<file path="src/rtl/tl_pkg.sv">
// TileLink-UL channel payload types shared by the peripheral fabric.
package tl_pkg;

  localparam int unsigned TL_SRC_W  = 8;
  localparam int unsigned TL_ADDR_W = 32;
  localparam int unsigned TL_DATA_W = 32;
  localparam int unsigned TL_SIZE_W = 2;
  localparam int unsigned TL_MASK_W = TL_DATA_W / 8;

  typedef enum logic [2:0] {
    A_PUT_FULL    = 3'h0,
    A_PUT_PARTIAL = 3'h1,
    A_GET         = 3'h4
  } a_opcode_e;

  typedef enum logic [2:0] {
    D_ACCESS_ACK      = 3'h0,
    D_ACCESS_ACK_DATA = 3'h1
  } d_opcode_e;

  typedef struct packed {
    a_opcode_e              opcode;
    logic [2:0]             param;
    logic [TL_SIZE_W-1:0]   size;
    logic [TL_SRC_W-1:0]    source;
    logic [TL_ADDR_W-1:0]   address;
    logic [TL_MASK_W-1:0]   mask;
    logic [TL_DATA_W-1:0]   data;
    logic                   corrupt;
  } A_chan_bits_t;

  typedef struct packed {
    d_opcode_e              opcode;
    logic [1:0]             param;
    logic [TL_SIZE_W-1:0]   size;
    logic [TL_SRC_W-1:0]    source;
    logic                   sink;
    logic                   denied;
    logic [TL_DATA_W-1:0]   data;
    logic                   corrupt;
  } D_chan_bits_t;

endpackage

</file>
<file path="src/rtl/tl_apb_arb.sv">
// Round-robin arbiter sharing one TL-to-APB bridge port among NUM_REQ
// requesters, one outstanding transaction at a time, response routed by grant.
// Optional watchdog in WAIT: define TL_APB_ARB_TIMEOUT_EN.
module tl_apb_arb
  import tl_pkg::*;
#(
  parameter int unsigned NUM_REQ        = 4,
  parameter int unsigned TIMEOUT_CYCLES = 1024
) (
  input  logic                       clk_i,
  input  logic                       rst_i,
  input  logic [NUM_REQ-1:0]         req_A_valid_i,
  output logic [NUM_REQ-1:0]         req_A_ready_o,
  input  A_chan_bits_t               req_A_bits_i [NUM_REQ],
  output logic [NUM_REQ-1:0]         req_D_valid_o,
  input  logic [NUM_REQ-1:0]         req_D_ready_i,
  output D_chan_bits_t               req_D_bits_o,
  output logic                       TL_A_valid_o,
  input  logic                       TL_A_ready_i,
  output A_chan_bits_t               TL_A_bits_o,
  input  logic                       TL_D_valid_i,
  output logic                       TL_D_ready_o,
  input  D_chan_bits_t               TL_D_bits_i,
  output logic                       busy_o,
  output logic [$clog2(NUM_REQ)-1:0] grant_o
);

  localparam int unsigned GW = $clog2(NUM_REQ);

  if (NUM_REQ < 2 || NUM_REQ > 16 || TIMEOUT_CYCLES == 0) begin : g_bad_param
    $error("tl_apb_arb: NUM_REQ must be 2..16 and TIMEOUT_CYCLES nonzero");
  end

  typedef enum logic [2:0] {
    S_IDLE,
    S_ISSUE,
    S_WAIT,
    S_RESP,
    S_DRAIN
  } state_e;

  state_e        state_q, state_d;
  logic [GW-1:0] rr_ptr_q, rr_ptr_d;
  logic [GW-1:0] grant_q, grant_d;
  A_chan_bits_t  a_q, a_d;
  D_chan_bits_t  d_q, d_d;
  logic          any_req_c;
  logic [GW-1:0] winner_c;
  logic [GW-1:0] grant_next_c;

`ifdef TL_APB_ARB_TIMEOUT_EN
  localparam int unsigned TW = $clog2(TIMEOUT_CYCLES) + 1;

  logic [TW-1:0] to_cnt_q, to_cnt_d;
  logic          drain_q, drain_d;
  D_chan_bits_t  err_rsp_c;
`endif

  function automatic logic [GW-1:0] wrap_idx(input logic [GW-1:0] base,
                                             input int unsigned off);
    return GW'((32'(base) + off) % NUM_REQ);
  endfunction

  // First valid requester at or above rr_ptr, wrapping modulo NUM_REQ
  always_comb begin
    any_req_c = 1'b0;
    winner_c  = rr_ptr_q;
    for (int unsigned i = 0; i < NUM_REQ; i++) begin
      if (!any_req_c && req_A_valid_i[wrap_idx(rr_ptr_q, i)]) begin
        any_req_c = 1'b1;
        winner_c  = wrap_idx(rr_ptr_q, i);
      end
    end
  end

  // Pointer value after the current owner finishes
  always_comb begin
    grant_next_c = (grant_q == GW'(NUM_REQ - 1)) ? '0 : grant_q + GW'(1);
  end

`ifdef TL_APB_ARB_TIMEOUT_EN
  // Synthesised error response for a bridge that never answers
  always_comb begin
    err_rsp_c        = '0;
    err_rsp_c.opcode = (a_q.opcode == A_GET) ? D_ACCESS_ACK_DATA : D_ACCESS_ACK;
    err_rsp_c.size   = a_q.size;
    err_rsp_c.source = a_q.source;
    err_rsp_c.denied = 1'b1;
  end
`endif

  // Next-state and datapath capture
  always_comb begin
    state_d  = state_q;
    rr_ptr_d = rr_ptr_q;
    grant_d  = grant_q;
    a_d      = a_q;
    d_d      = d_q;
`ifdef TL_APB_ARB_TIMEOUT_EN
    to_cnt_d = to_cnt_q;
    drain_d  = drain_q;
`endif
    unique case (state_q)
      S_IDLE: begin
        if (any_req_c) begin
          grant_d = winner_c;
          a_d     = req_A_bits_i[winner_c];
          state_d = S_ISSUE;
        end
      end
      S_ISSUE: begin
        if (TL_A_ready_i) begin
          state_d = S_WAIT;
`ifdef TL_APB_ARB_TIMEOUT_EN
          to_cnt_d = '0;
`endif
        end
      end
      S_WAIT: begin
        if (TL_D_valid_i) begin
          d_d     = TL_D_bits_i;
          state_d = S_RESP;
        end
`ifdef TL_APB_ARB_TIMEOUT_EN
        else if (to_cnt_q == TW'(TIMEOUT_CYCLES - 1)) begin
          d_d     = err_rsp_c;
          drain_d = 1'b1;
          state_d = S_RESP;
        end else begin
          to_cnt_d = to_cnt_q + TW'(1);
        end
`endif
      end
      S_RESP: begin
        if (req_D_ready_i[grant_q]) begin
          rr_ptr_d = grant_next_c;
`ifdef TL_APB_ARB_TIMEOUT_EN
          state_d  = drain_q ? S_DRAIN : S_IDLE;
`else
          state_d  = S_IDLE;
`endif
        end
      end
      S_DRAIN: begin
`ifdef TL_APB_ARB_TIMEOUT_EN
        // Swallow the late beat of the timed-out transaction
        if (TL_D_valid_i) begin
          drain_d = 1'b0;
          state_d = S_IDLE;
        end
`else
        state_d = S_IDLE;
`endif
      end
      default: state_d = S_IDLE;
    endcase
  end

  // State and datapath registers
  always_ff @(posedge clk_i or negedge rst_i) begin
    if (!rst_i) begin
      state_q  <= S_IDLE;
      rr_ptr_q <= '0;
      grant_q  <= '0;
      a_q      <= '0;
      d_q      <= '0;
`ifdef TL_APB_ARB_TIMEOUT_EN
      to_cnt_q <= '0;
      drain_q  <= 1'b0;
`endif
    end else begin
      state_q  <= state_d;
      rr_ptr_q <= rr_ptr_d;
      grant_q  <= grant_d;
      a_q      <= a_d;
      d_q      <= d_d;
`ifdef TL_APB_ARB_TIMEOUT_EN
      to_cnt_q <= to_cnt_d;
      drain_q  <= drain_d;
`endif
    end
  end

  // Per-requester handshakes; A ready is the only bridge-to-requester pass-through
  always_comb begin
    req_A_ready_o = '0;
    req_D_valid_o = '0;
    if (state_q == S_ISSUE) req_A_ready_o[grant_q] = TL_A_ready_i;
    if (state_q == S_RESP)  req_D_valid_o[grant_q] = 1'b1;
  end

  assign TL_A_valid_o = (state_q == S_ISSUE);
  assign TL_A_bits_o  = a_q;
  assign TL_D_ready_o = (state_q == S_WAIT) || (state_q == S_DRAIN);
  assign req_D_bits_o = d_q;
  assign busy_o       = (state_q != S_IDLE);
  assign grant_o      = grant_q;

endmodule

</file>
<file path="config.mk">
export PLATFORM = sky130hd
export DESIGN_NAME = tl_apb_arb
export DESIGN_NICKNAME = d
export VERILOG_FILES = /design/src/rtl/tl_pkg.sv /design/src/rtl/tl_apb_arb.sv
export SDC_FILE = /design/constraint.sdc
export NUM_CORES = 1
export LEC_CHECK = 0
export CORE_AREA = 8 8 206 208
export DETAILED_ROUTE_END_ITERATION = 7
export DIE_AREA = 0 0 214 216
export PLACE_DENSITY_LB_ADDON = 0.05
export SLEW_MARGIN = 15
export SYNTH_ARGS = -nofsm -noshare
export SYNTH_HDL_FRONTEND = slang
export SYNTH_SLANG_ARGS = --single-unit
export TNS_END_PERCENT = 100
</file>
<file path="constraint.sdc">
create_clock -name clk_i -period 2.94 [get_ports clk_i]
set_clock_uncertainty 0.15 [all_clocks]
set_input_delay 0.588 -clock clk_i [delete_from_list [all_inputs] [get_ports clk_i]]
set_output_delay 0.588 -clock clk_i [all_outputs]
set_load 0.01 [all_outputs]
</file>
==> metrics.json, run 1 <==
{
  "clock_network": {
    "clockRootBuffer": "sky130_fd_sc_hd__clkbuf_16",
    "post-cts-setup-buffer-count": 0,
    "cts_hold_buffers": 1,
    "cts_tree": "built",
    "worstSkewPairLatency_ps": 430,
    "ctsHtreeMaxLevel": 4,
    "numClockSinks": 141,
    "cts_resized": 0,
    "cts_inserted_buffers": 17,
    "path_clk_slew_ps": 70,
    "clock_path_buffers": 2
  },
  "global_routing": {
    "grtUsageTotal_pct": 19.2,
    "wire_length_of_the_first_global_routing_pass_um": 66400,
    "overflow_after_grt": 0,
    "number_of_global_route_vias_before_repair": 9490,
    "antenna_found_initial": 17,
    "grt_max_degree": 86
  },
  "pwr": {
    "cellInternalPower_mw": 8.20,
    "net_switching_power_mw": 5.43,
    "power.share.sequential_pct": 25.7,
    "comb_power_share_pct": 58.3,
    "power-per-cell-area_nw_per_um2": 888,
    "lkg_pwr_nw": 6.17,
    "p_clk_share_pct": 16.0,
    "p_sw_share_pct": 39.8,
    "vdd_ir_drop_max_mv": 0.488
  },
  "setup_path": {
    "r2r_start": "rr_ptr_q[1]$_DFFE_PN0P_",
    "end_kind": "output pin",
    "worstPathArrival_ps": 2020,
    "critical_path_required_ps": 2200,
    "setup.worst_path.class": "flop to output pin",
    "startpoint": "state_q[1]$_DFFE_PN0P_",
    "critical_path_peak_fanout": 6,
    "startpoint_class_of_the_critical_path": "flop"
  },
  "yosys": {
    "ys_types": 30,
    "sequential_to_total_area_share_from_yosys_stat_pct": 42.3,
    "ys.warnings.count": 0,
    "post_synthesis_net_count": 1248,
    "mean_instance_size_in_the_synthesized_netlist_um2": 9.98,
    "postSynthCellCount": 837,
    "yosys_register_bits": 141,
    "synth_area_um2": 8350
  },
  "detailed_routing": {
    "ant_nets": 0,
    "postRouteWirelength_um": 45500,
    "routed_wire_length_per_instance_um": 23.7,
    "routed-via-count": 8695,
    "number_of_drc_markers_after_the_initial_detailed_route_iteration": 294,
    "drt_pass1_iterations": 4,
    "routed_vias_inst": 4.53,
    "number_of_drc_violations_after_detailed_routing": 0
  },
  "die": {
    "die_w_um": 214,
    "initial_core_util_pct": 21.3,
    "design.core.area_um2": 39200,
    "die_area_um2": 46200,
    "die_height_um": 216,
    "row_count": 73,
    "io_pins": 550
  },
  "timing": {
    "hold_viol": 0,
    "timing.final.max_slew_violations": 0,
    "setup_viol_count_final": 0,
    "final_min_period_over_clock_period_pct": 93.9,
    "relSlewSlack_pct": 60.5,
    "clock_period_minus_worst_slack_ps": 2760,
    "max_freq_mhz": 362,
    "rsz0062_at_grt": "no",
    "tightest_pin_transition_ps": 592
  },
  "hold_path": {
    "hp-class": "flop to flop",
    "hp-start": "req_D_bits_o[12]$_DFFE_PN0P_"
  },
  "layout": {
    "final_area_um2": 15400,
    "final_common_cell": "sky130_fd_sc_hd__clkdlybuf4s50_1",
    "layout.nets": 1782,
    "syn2layout_area_growth_pct": 83.9,
    "drive_gt1_share_pct": 12.7,
    "finalNonFillerCells": 1918,
    "mostFrequentLayoutCells": "sky130_fd_sc_hd__clkdlybuf4s50_1, sky130_fd_sc_hd__dfrtp_1, sky130_fd_sc_hd__a211oi_1"
  },
  "place": {
    "placedInstanceArea_um2": 14700,
    "detail_placement_hpwl_um": 34900,
    "routabilityCongestion": 0.781,
    "count_of_input_and_output_buffers": 549,
    "placed_cells_incl_taps": 1876
  },
  "run_status": {
    "run_status": "complete, no violations"
  },
  "job": {
    "cap_viol_max_count": 0
  }
}
[sequential cells by signal (all words and copies together) (netlist names)]
name	cells
TL_A_bits_o	85
grant_o	2
state_q	2
rr_ptr_q	2
req_D_bits_o	50
[cells by family after synthesis]
group / Yosys count / synth area share (%)
AND/OR/NAND/NOR: 111 / 5.56
adder cells (fa/ha/maj): 9 / 1.35
multiplexers: 138 / 17.5
flip-flops: 141 / 42.3
AO/OA/AOI/OAI: 266 / 24.9
buffers and inverters: 172 / 8.48
[metrics by stage]
stage               total power [mW]  worst slack [ps]  hold WS [ps]  setup TNS, ps  utilization, %
finish                          13.6               181           355              0            39.2
global route                    14.6              71.5           363              0            39.2
CTS                             13.9               126           357              0            39.1
detailed placement              11.7             -87.8           342          -4680            37.6
global placement                11.6             -59.2           336          -1030            37.6
floorplan                       7.25               556           142              0               -
[area by class of cell]
cell class	count	area (um^2)
Fill cell	3972	23800
Timing Repair Buffer	594	6050
Multi-Input combinational cell	524	4170
Sequential cell	141	3530
Tap cell	525	657
Clock buffer	19	443
Inverter	93	349
Clock inverter	13	130
Antenna cell	9	22.5
[routing by layer]
metal / vias up / share of wire (%) / GRT usage [%]
li1: 4146 / - / -
met2: 341 / 49 / 32.1
met4: 14 / 1.9 / 6.86
met5: - / 0.20 / 0
met3: 49 / 8.3 / 7.76
met1: 4145 / 41 / 21.8
[path summary, 6_finish.rpt]
kind / slack (ps) / depth (start not counted) / to
min in group asynchronous: 510 / 2 / req_D_bits_o[33]$_DFFE_PN0P_
max in group asynchronous: 1430 / 3 / req_D_bits_o[10]$_DFFE_PN0P_
worst max-delay path: 180 / 4 / req_A_ready_o[2]
worst min-delay path: 350 / 1 / req_D_bits_o[12]$_DFFE_PN0P_
worst max register to register: 550 / 6 / TL_A_bits_o[10]$_DFFE_PN0P_
worst min register to register: 350 / 1 / req_D_bits_o[12]$_DFFE_PN0P_
[Yosys cell counts (all sizes together)]
cell | instances | area (um^2)
a211oi | 170 | 1470
dfrtp | 141 | 3530
inv | 93 | 349
nor2 | 88 | 330
a31oi | 85 | 532
mux2i | 85 | 851
mux2 | 52 | 586
clkbuf | 49 | 188
buf | 30 | 171
ha | 9 | 113
and3 | 6 | 37.5
nand2 | 5 | 18.8
o21ai | 5 | 25.0
and2 | 4 | 25.0
nor2b | 4 | 25.0
a211o | 2 | 17.5
o31ai | 2 | 15.0
a222oi | 1 | 10.0
and3b | 1 | 8.76
mux4 | 1 | 22.5
nor3 | 1 | 5.00
nor4 | 1 | 6.26
o21bai | 1 | 7.51
or4 | 1 | 7.51
[power groups by stage]
stage / clock [mW] / sequential (mW) / combinational [mW]
after floorplan: 0 / 3.91 / 3.34
after global placement: 0 / 3.49 / 8.12
after detailed placement: 0 / 3.54 / 8.14
after CTS: 2.27 / 3.51 / 8.15
after global routing: 2.34 / 3.65 / 8.57
final: 2.18 / 3.50 / 7.95
[critical path: stages, from the launching register on]
cell and delay (ps):
sky130_fd_sc_hd__dfrtp_1 430, sky130_fd_sc_hd__inv_1 100, sky130_fd_sc_hd__ha_1 260, sky130_fd_sc_hd__and3_1 210, sky130_fd_sc_hd__clkdlybuf4s50_1 590
Note: power is estimated with default switching activity, not from simulation.
==> inputs of run 2 (changes only) <==
CORE_AREA = 8 8 209 211   (was 8 8 206 208)
CTS_BUF_LIST = sky130_fd_sc_hd__clkbuf_2 sky130_fd_sc_hd__clkbuf_4 sky130_fd_sc_hd__clkbuf_8   (was unset)
DIE_AREA = 0 0 217 219   (was 0 0 214 216)
==> run 2 against run 1 <==
Total power decreased by 3.0%. Clock power decreased by 23%. Largest power group unchanged. Via count grew 0.55%. Fmax down 2.0%. Critical path depth stayed put. Non-clock buffer count is 5 higher. Critical path type unchanged. First-iteration DRC count is 18% higher. Sequential power hardly changed. Design area fell by 0.98%. Hold slack improved by 3.2 ps. Sequential cell count did not move. Final cell count is 0.42% higher.
==> metrics.json, run 2 (synthesis results as in run 1) <==
{
  "clock_network": {
    "cts_inserted_buffers": {"value": 17, "change": "unchanged"},
    "worstSkewPairLatency": {"value": 480, "unit": "ps", "change": "was 430 ps"},
    "ctsHtreeMaxLevel": {"value": 4, "change": "unchanged"},
    "clock_path_buffers": {"value": 2, "change": "unchanged"},
    "path_clk_slew": {"value": 80, "unit": "ps", "change": "was 70 ps"},
    "post-cts-setup-buffer-count": {"value": 0, "change": "unchanged"},
    "cts_tree": {"value": "built", "change": "unchanged"},
    "numClockSinks": {"value": 141, "change": "unchanged"},
    "clockRootBuffer": {"value": "sky130_fd_sc_hd__clkbuf_8", "change": "was sky130_fd_sc_hd__clkbuf_16"}
  },
  "layout": {
    "syn2layout_area_growth": {"value": 82.1, "unit": "%", "change": "was 83.9%"},
    "layout.nets": {"value": 1787, "change": "was 1782"},
    "regArea": {"value": 3530, "unit": "um^2", "change": "unchanged"},
    "finalNonFillerCells": {"value": 1926, "change": "was 1918"},
    "multiInputGateArea": {"value": 4180, "unit": "um^2", "change": "was 4170 um^2"},
    "filler_cell_count_in_the_final_layout": {"value": 4173, "change": "was 3972"},
    "final_util": {"value": 37.7, "unit": "%", "change": "was 39.2%"},
    "largest_register_ffs": {"value": 85, "change": "unchanged"},
    "mostFrequentLayoutCells": {"value": "sky130_fd_sc_hd__clkdlybuf4s50_1, sky130_fd_sc_hd__dfrtp_1, sky130_fd_sc_hd__a211oi_1", "change": "unchanged"},
    "drive_gt1_share": {"value": 13.2, "unit": "%", "change": "was 12.7%"},
    "final_common_cell": {"value": "sky130_fd_sc_hd__clkdlybuf4s50_1", "change": "unchanged"}
  },
  "setup_path": {
    "critical_path_peak_fanout": {"value": 6, "change": "unchanged"},
    "worstPathArrival": {"value": 2080, "unit": "ps", "change": "was 2020 ps"},
    "setup.worst_path.class": {"value": "flop to output pin", "change": "unchanged"},
    "critical_path_required": {"value": 2200, "unit": "ps", "change": "about the same"},
    "startpoint_class_of_the_critical_path": {"value": "flop", "change": "unchanged"},
    "end_kind": {"value": "output pin", "change": "unchanged"}
  },
  "place": {
    "placed_cells_incl_taps": {"value": 1888, "change": "was 1876"},
    "routabilityCongestion": {"value": 0.754, "change": "was 0.781"},
    "count_of_input_and_output_buffers": {"value": 549, "change": "unchanged"},
    "detail_placement_hpwl": {"value": 35800, "unit": "um", "change": "was 34900 um"}
  },
  "pwr": {
    "lkg_pwr": {"value": 6.10, "unit": "nW", "change": "was 6.17 nW"},
    "finalPower": {"value": 13.2, "unit": "mW", "change": "was 13.6 mW"},
    "power-per-cell-area": {"value": 869, "unit": "nW/um^2", "change": "was 888 nW/um^2"},
    "vdd_ir_drop_max": {"value": 0.332, "unit": "mV", "change": "was 0.488 mV"}
  },
  "detailed_routing": {
    "number_of_drc_violations_after_detailed_routing": {"value": 0, "change": "unchanged"},
    "routed-via-count": {"value": 8743, "change": "was 8695"},
    "routed_wire_length_per_instance": {"value": 23.8, "unit": "um", "change": "was 23.7 um"},
    "ant_nets": {"value": 0, "change": "unchanged"},
    "number_of_drc_markers_after_the_initial_detailed_route_iteration": {"value": 347, "change": "was 294"},
    "routed_vias_inst": {"value": 4.54, "change": "was 4.53"},
    "postRouteWirelength": {"value": 45900, "unit": "um", "change": "was 45500 um"},
    "drt_pass1_iterations": {"value": 4, "change": "unchanged"}
  },
  "die": {
    "design.core.area": {"value": 40400, "unit": "um^2", "change": "was 39200 um^2"},
    "die_height": {"value": 219, "unit": "um", "change": "was 216 um"},
    "row_count": {"value": 74, "change": "was 73"},
    "initial_core_util": {"value": 20.7, "unit": "%", "change": "was 21.3%"},
    "die_w": {"value": 217, "unit": "um", "change": "was 214 um"},
    "io_pins": {"value": 550, "change": "unchanged"},
    "die_area": {"value": 47500, "unit": "um^2", "change": "was 46200 um^2"}
  },
  "global_routing": {
    "antenna_found_initial": {"value": 8, "change": "was 17"},
    "grt_max_degree": {"value": 86, "change": "unchanged"},
    "wire_length_of_the_first_global_routing_pass": {"value": 66000, "unit": "um", "change": "was 66400 um"},
    "number_of_global_route_vias_before_repair": {"value": 9507, "change": "was 9490"},
    "grtUsageTotal": {"value": 18.6, "unit": "%", "change": "was 19.2%"},
    "overflow_after_grt": {"value": 0, "change": "unchanged"}
  },
  "hold_path": {
    "hp-class": {"value": "flop to flop", "change": "unchanged"}
  },
  "timing": {
    "tightest_pin_transition": {"value": 1070, "unit": "ps", "change": "was 592 ps"},
    "hold_viol": {"value": 0, "change": "unchanged"},
    "relSlewSlack": {"value": 28.6, "unit": "%", "change": "was 60.5%"},
    "final_min_period_over_clock_period": {"value": 95.7, "unit": "%", "change": "was 93.9%"},
    "timing.final.max_slew_violations": {"value": 0, "change": "unchanged"},
    "setup_viol_count_final": {"value": 0, "change": "unchanged"},
    "max_freq": {"value": 355, "unit": "MHz", "change": "was 362 MHz"},
    "rsz0062_at_grt": {"value": "no", "change": "unchanged"},
    "clock_period_minus_worst_slack": {"value": 2810, "unit": "ps", "change": "was 2760 ps"}
  },
  "job": {
    "cap_viol_max_count": {"value": 0, "change": "unchanged"}
  },
  "run_status": {
    "run_status": {"value": "complete, no violations", "change": "unchanged"}
  }
}
[run 2: what timing repair did]
item                                    in CTS  in global routing
hold buffers                                 1                  0
gates resized for setup                      0                  1
hold endpoints to repair                    47                  0
endpoints found under the setup margin       0                  2
[run 2: layout make-up]
class,count,area share (%)
Timing Repair Buffer,599,40.0
Multi-Input combinational cell,524,27.5
Sequential cell,141,23.2
Tap cell,532,4.38
Inverter,93,2.30
Clock buffer,19,1.68
Clock inverter,13,0.930
Antenna cell,5,0.0823
[run 2: metal layers]
layer  global-route usage, %  vias up  share of wire, %
met3                    7.74       37               9.3
met1                    20.8     4209                39
li1                        -     4149                 -
met5                       0        -             0.089
met4                    5.39        6               1.7
met2                    32.2      342                49
[run 2: path summary, 6_finish.rpt]
kind	end	slack (ps)	from	cells after the start
worst min register to register	req_D_bits_o[21]$_DFFE_PN0P_	360	req_D_bits_o[21]$_DFFE_PN0P_	1
worst max-delay path	req_A_ready_o[2]	130	grant_o[0]$_DFFE_PN0P_	4
worst min-delay path	req_D_bits_o[21]$_DFFE_PN0P_	360	req_D_bits_o[21]$_DFFE_PN0P_	1
worst max register to register	TL_A_bits_o[42]$_DFFE_PN0P_	510	rr_ptr_q[1]$_DFFE_PN0P_	6
min in group asynchronous	req_D_bits_o[1]$_DFFE_PN0P_	470	rst_i	2
max in group asynchronous	TL_A_bits_o[75]$_DFFE_PN0P_	1400	rst_i	3
[run 2: through the flow]
stage / TNS [ps] / setup slack [ps] / hold slack (ps) / cell area [um^2]
after floorplan: 0 / 556 / 142 / 8350
after global placement: -2680 / -88.3 / 336 / 14800
after detailed placement: -4850 / -131 / 342 / 14800
after CTS: 0 / 45.6 / 361 / 15200
after global routing: 0 / 1.73 / 372 / 15200
final: 0 / 125 / 358 / 15200
[run 2: report_power, final]
group | switching [mW] | internal (mW)
clock network | 0.893 | 0.789
logic | 3.95 | 4.10
registers | 0.542 | 2.94
[run 2: worst max-delay path, cell delays in order, from the launching register on]
cell and delay (ps):
sky130_fd_sc_hd__dfrtp_1 500, sky130_fd_sc_hd__inv_1 150, sky130_fd_sc_hd__ha_1 190, sky130_fd_sc_hd__and3_1 150, sky130_fd_sc_hd__clkdlybuf4s50_1 610
